[config.mk]
export PLATFORM = sky130hd
export DESIGN_NAME = wshb_arbiter_rr
export DESIGN_NICKNAME = d
export VERILOG_FILES = /design/src/rtl/wshb_arbiter_rr.sv
export SDC_FILE = /design/constraint.sdc
export NUM_CORES = 1
export LEC_CHECK = 0
export CAP_MARGIN = 20
export CORE_AREA = 4 4 103 105
export CTS_CLUSTER_SIZE = 40
export DETAILED_ROUTE_END_ITERATION = 16
export DIE_AREA = 0 0 107 109
export PLACE_DENSITY = 0.7
export SETUP_SLACK_MARGIN = 0.3
export SYNTH_ARGS = -nofsm -noshare
export SYNTH_HDL_FRONTEND = slang
export SYNTH_SLANG_ARGS = --single-unit
[constraint.sdc]
create_clock -name clk -period 2 [get_ports clk]
set_input_delay 0.5 -clock clk [delete_from_list [all_inputs] [get_ports clk]]
set_output_delay 0.5 -clock clk [all_outputs]
set_load 0.02 [all_outputs]
[src/rtl/wshb_arbiter_rr.sv]
// Round-robin Wishbone B3 arbiter (NUM_MASTERS -> 1 slave); grant registered, slave cycle 1 clk after request, GAP+IDLE per handover.
// Losing masters get no ack and must hold cyc; optional `WSHB_ARB_QUANTUM_EN preempts an owner after QUANTUM acks.
module wshb_arbiter_rr #(
    parameter int                     NUM_MASTERS = 3,
    parameter int                     ADR_W       = 32,
    parameter int                     DAT_W       = 16,
    parameter logic [NUM_MASTERS-1:0] PRIO_MASK   = '0
`ifdef WSHB_ARB_QUANTUM_EN
    ,
    parameter int                     QUANTUM     = 64
`endif
) (
    input  logic                           clk,
    input  logic                           rst_n,
    input  logic [NUM_MASTERS-1:0]         m_cyc,
    input  logic [NUM_MASTERS-1:0]         m_stb,
    input  logic [NUM_MASTERS-1:0]         m_we,
    input  logic [NUM_MASTERS*ADR_W-1:0]   m_adr,
    input  logic [NUM_MASTERS*(DAT_W/8)-1:0] m_sel,
    input  logic [NUM_MASTERS*3-1:0]       m_cti,
    input  logic [NUM_MASTERS*2-1:0]       m_bte,
    input  logic [NUM_MASTERS*DAT_W-1:0]   m_dat_ms,
    output logic [DAT_W-1:0]               m_dat_sm,
    output logic [NUM_MASTERS-1:0]         m_ack,
    output logic                           s_cyc,
    output logic                           s_stb,
    output logic                           s_we,
    output logic [ADR_W-1:0]               s_adr,
    output logic [DAT_W/8-1:0]             s_sel,
    output logic [2:0]                     s_cti,
    output logic [1:0]                     s_bte,
    output logic [DAT_W-1:0]               s_dat_ms,
    input  logic [DAT_W-1:0]               s_dat_sm,
    input  logic                           s_ack,
    output logic [NUM_MASTERS-1:0]         grant
);

    localparam int SEL_W = DAT_W / 8;
    localparam int IDX_W = (NUM_MASTERS > 1) ? $clog2(NUM_MASTERS) : 1;

    typedef enum logic [1:0] {
        IDLE = 2'd0,
        OWN  = 2'd1,
        GAP  = 2'd2
    } state_t;

    state_t                 state;
    state_t                 state_nxt;
    logic [IDX_W-1:0]       owner;
    logic [IDX_W-1:0]       last_ptr;
    logic [IDX_W-1:0]       win_idx;
    logic [IDX_W-1:0]       cand_idx;
    logic [NUM_MASTERS-1:0] eligible;
    logic                   win_found;
    logic                   release_own;
    logic                   preempt;

    // High-priority requesters shadow everyone else; search starts just after the last owner.
    always_comb begin
        eligible  = (|(m_cyc & PRIO_MASK)) ? (m_cyc & PRIO_MASK) : m_cyc;
        win_idx   = '0;
        win_found = 1'b0;
        cand_idx  = '0;
        for (int k = 1; k <= NUM_MASTERS; k++) begin
            cand_idx = IDX_W'((int'(last_ptr) + k) % NUM_MASTERS);
            if (!win_found && eligible[cand_idx]) begin
                win_found = 1'b1;
                win_idx   = cand_idx;
            end
        end
    end

    assign release_own = !m_cyc[owner];

`ifdef WSHB_ARB_QUANTUM_EN
    localparam int CNT_W = $clog2(QUANTUM + 1);

    logic [CNT_W-1:0] ack_cnt;
    logic             others_req;

    assign others_req = |(m_cyc & ~grant);
    // Preempt on the ack that brings the count to QUANTUM (or any later ack once saturated).
    assign preempt    = (state == OWN) && s_ack && others_req &&
                        (ack_cnt >= CNT_W'(QUANTUM - 1));

    always_ff @(posedge clk or negedge rst_n) begin
        if (!rst_n) begin
            ack_cnt <= '0;
        end else if (state == IDLE) begin
            ack_cnt <= '0;
        end else if ((state == OWN) && s_ack && (ack_cnt != CNT_W'(QUANTUM))) begin
            ack_cnt <= ack_cnt + 1'b1;
        end
    end
`else
    assign preempt = 1'b0;
`endif

    always_ff @(posedge clk or negedge rst_n) begin
        if (!rst_n) begin
            state <= IDLE;
        end else begin
            state <= state_nxt;
        end
    end

    always_comb begin
        state_nxt = state;
        case (state)
            IDLE:    if (|m_cyc) state_nxt = OWN;
            OWN:     if (release_own || preempt) state_nxt = GAP;
            GAP:     state_nxt = IDLE;
            default: state_nxt = IDLE;
        endcase
    end

    always_ff @(posedge clk or negedge rst_n) begin
        if (!rst_n) begin
            grant    <= '0;
            owner    <= '0;
            last_ptr <= IDX_W'(NUM_MASTERS - 1);
        end else if ((state == IDLE) && (state_nxt == OWN)) begin
            owner <= win_idx;
            grant <= NUM_MASTERS'(1) << win_idx;
        end else if ((state == OWN) && (state_nxt == GAP)) begin
            last_ptr <= owner;
            grant    <= '0;
        end
    end

    // Address/data follow the owner pointer at all times; only the handshake bits are gated by OWN.
    always_comb begin
        s_cyc    = 1'b0;
        s_stb    = 1'b0;
        s_we     = 1'b0;
        m_ack    = '0;
        s_adr    = m_adr[owner*ADR_W +: ADR_W];
        s_sel    = m_sel[owner*SEL_W +: SEL_W];
        s_cti    = m_cti[owner*3 +: 3];
        s_bte    = m_bte[owner*2 +: 2];
        s_dat_ms = m_dat_ms[owner*DAT_W +: DAT_W];
        m_dat_sm = s_dat_sm;
        if (state == OWN) begin
            s_cyc        = m_cyc[owner];
            s_stb        = m_stb[owner];
            s_we         = m_we[owner];
            m_ack[owner] = s_ack;
        end
    end

endmodule

==> flow_summary.toml <==
[floorplanning]
initial_core_util_pct = 20.44
dieArea_sq_mm = 0.01166
ioPinCount = 273
num_rows = 36
die_x_um = 107
die_h_um = 109
core_area_sq_mm = 0.009639

[synth]
synth_area_sq_mm = 0.001971
synth_top_family_by_area = "multiplexers"
synthMuxAreaShare_pct = 30.60
synth_xor_area_share_pct = 0
synth_area_leaders = "mux2i_1 (29%), o21ai_0 (13%), nand2_1 (11%), dfrtp_1 (10%), buf_4 (6.9%)"
yosysTopAreaCell = "mux2i_1"
synth_top_area_share_pct = 29.46
avgSynthCellArea_sq_um = 7.063
yosysWarnings = 0
synth_most_common_cell = "nand2_1"
synth_edf_count = 0
netlist_instances = 279
synth_commonest_cells = "nand2_1 (60), mux2i_1 (58), o21ai_0 (53)"
ys.flop_type = "dfrtp_1"
synth_seq_cells = 9
synth.distinct_cells = 36
yosys.area_share.simple_pct = 19.17
ys_seq_area_share_pct = 11.49
synth_compound_area_share_pct = 23.17
synth_nets = 476
synthAdderAreaFrac_pct = 2.540
synthArstFlopShare_pct = 100.0

[route]
wl_um = 11470
wl_per_cell_um = 17.32
drc = 0
vias = 3003
drtAntennaViolNets = 0
drt_iter0_drc = 115
first_pass_iters = 4
vias_per_cell = 4.536

[pwr]
p_leak_uw = 0.002241
p_switching_uw = 3215
p_clk_share_pct = 3.1
pwr-share-comb_pct = 91.3
ir_drop_mv = 0.7945
seqPwrFrac_pct = 5.7
power_density_mw_per_mm2 = 1274
p_int_uw = 3592
p_sw_share_pct = 47.24

[worst_setup_path]
startpoint_type = "flip-flop"
endpoint_kind = "output pin"
required_ns = 1.50
crit_type = "reg2out"
arrival_ns = 1.58
max_stage_delay_ns = 0.53
reg2reg_depth = 6
cp_max_fo = 5
r2r_setup_slack_ns = 0.19
timing.critical_path.buf_inv = 4
reg2reg_from = "last_ptr[1]"
cp_cell_sequence = "nor2b_4, buf_12, buf_8, clkbuf_16, nand2_2, o21ai_2, buf_6"
crit_path_top_delay_cell = "dfrtp_4"
worstSetupStartpoint = "owner[1]"
path_delay_family = "flip-flops"
r2r-end = "owner[0]"

[finish]
fin_cells = 662
final_nets = 727
antennaDiodeCount = 0
syn_to_final_growth_pct = 171.2
fillers = 935
postLayoutCellArea_sq_mm = 0.005345
drive_gt1_share_pct = 41.02

[sta]
setup_viol = 29
clock.fmax_mhz = 480.7
rsz0062_at_grt = "yes"
tightest_slew_ns = 0.4790
min_period_ns = 2.080
slew_headroom_pct = 68.07
slew_viol_final = 0
tns_ns = -1.375
setup_slack_ns = -0.08035
fin_skew_ns = 0.0009164
hold_viol = 0
hold_slack_ns = 0.5411
fin_crit_sh_pct = 104.0

[clock_network]
cts_buffers = 3
cts.sinks = 9
tritoncts = "built"
clock-root-buffer = "clkbuf_8"
clk_path_buf_depth = 2
clk_latency_ns = 0.23
cts.clk_slew.worst_paths_ns = 0.04
htreeDepth = 1
cts_hold_buf = 0

[grt]
gr-total-overflow = 0
antenna_found_initial = 0
grt_pass1_vias = 3119
grt_util_all_layers_pct = 17.37
grt_start_max_net_pins = 43
grt_pass1_wl_um = 16220

[worst_hold_path]
hold_path_depth = 2
hold_path.class = "reg2reg"
min_to = "grant[1]"
holdCritStartpoint = "grant[1]"

[status]
status = "finished with violations"
violations = "setup timing"

[placement]
dpl.hpwl_um = 8983
globalplace.congestion = 0.7680
dpl.cell_count = 637
dpl_cell_area_sq_mm = 0.004672
portBuffers = 240

[job]
max_cap_viol_count = 0
==> state kept, by name, indices dropped and copies added (netlist names) <==
name and flops:
grant 3, last_ptr 2, owner 2, state 2
==> cell type report <==
type	count	area [sq um]	area share (%)
tap	133	166.4	3.113
sequential	9	232.7	4.354
timing repair buffer	284	2918	54.59
multi-input combinational	227	1964	36.75
inverter	5	18.77	0.3511
clock buffer	4	45.04	0.8427
==> worst min-delay path, delay by kind of cell, from the launching register on <==
family	cells	cell delay, ns
compound gates	1	0.07
simple gates	1	0.09
flops	1	0.35
==> through the flow <==
step | setup WS (ns) | total power, uW | util (%)
detailed placement | -0.4384 | 5504 | 48.47
floorplan | 0.2747 | 3227 | -
global placement | -0.4300 | 5446 | 48.47
CTS | -0.1072 | 6180 | 51.43
global route | -0.1461 | 7203 | 55.45
finish | -0.08035 | 6807 | 55.45
==> worst max path at each step <==
stage	endpoint	slack, ns	depth (start not counted)
after floorplan	s_adr[20]	0.27	6
after global placement	s_cyc	-0.43	5
after detailed placement	s_cti[0]	-0.44	4
after CTS	s_adr[8]	-0.11	7
after global routing	s_dat_ms[4]	-0.15	7
final	s_adr[8]	-0.08	7
==> power by group through the flow <==
stage               combinational [uW]  clock, uW  sequential [uW]
floorplan                         2890          0              339
global placement                  5090          0              355
detailed placement                5150          0              356
CTS                               5580        217              379
global route                      6580        224              395
finish                            6210        209              387
==> metal layers <==
metal	wire, um	global-route usage [%]	vias to the layer above
li1	-	-	1475
met1	4161	19.08	1383
met2	5953	31.92	129
met3	1187	6.513	16
met4	165	3.744	0
met5	0	0	-
==> logic make-up after synthesis <==
kind of cell	count (synthesis)
AO/OA/AOI/OAI	75
adder cells (fa/ha/maj)	4
buffers and inverters	43
flip-flops	9
multiplexers	60
AND/OR/NAND/NOR	88
==> cell usage in the layout, fill, tap and decap left out, types with 3 or more instances in the layout <==
cell type        count
mux2i_2              6
dlygate4sd2_1        7
ha_4                 3
o21ai_2             48
clkdlybuf4s50_1    172
dfrtp_1              5
buf_4               52
clkbuf_8             3
a21oi_1              3
inv_1                3
o21ai_1              8
nand2b_1             5
buf_12              11
mux2i_1             50
buf_6               37
nand2_1             37
nand3_1              5
nand2_2             21
nor2_1               5
==> what timing repair did <==
action,4_1_cts,5_1_grt
pin swaps,9,13
resized for setup,341,84
endpoints found under the setup margin,70,68
setup buffers,9,8
gates cloned,1,3
Note: power is estimated with default switching activity, not from simulation.
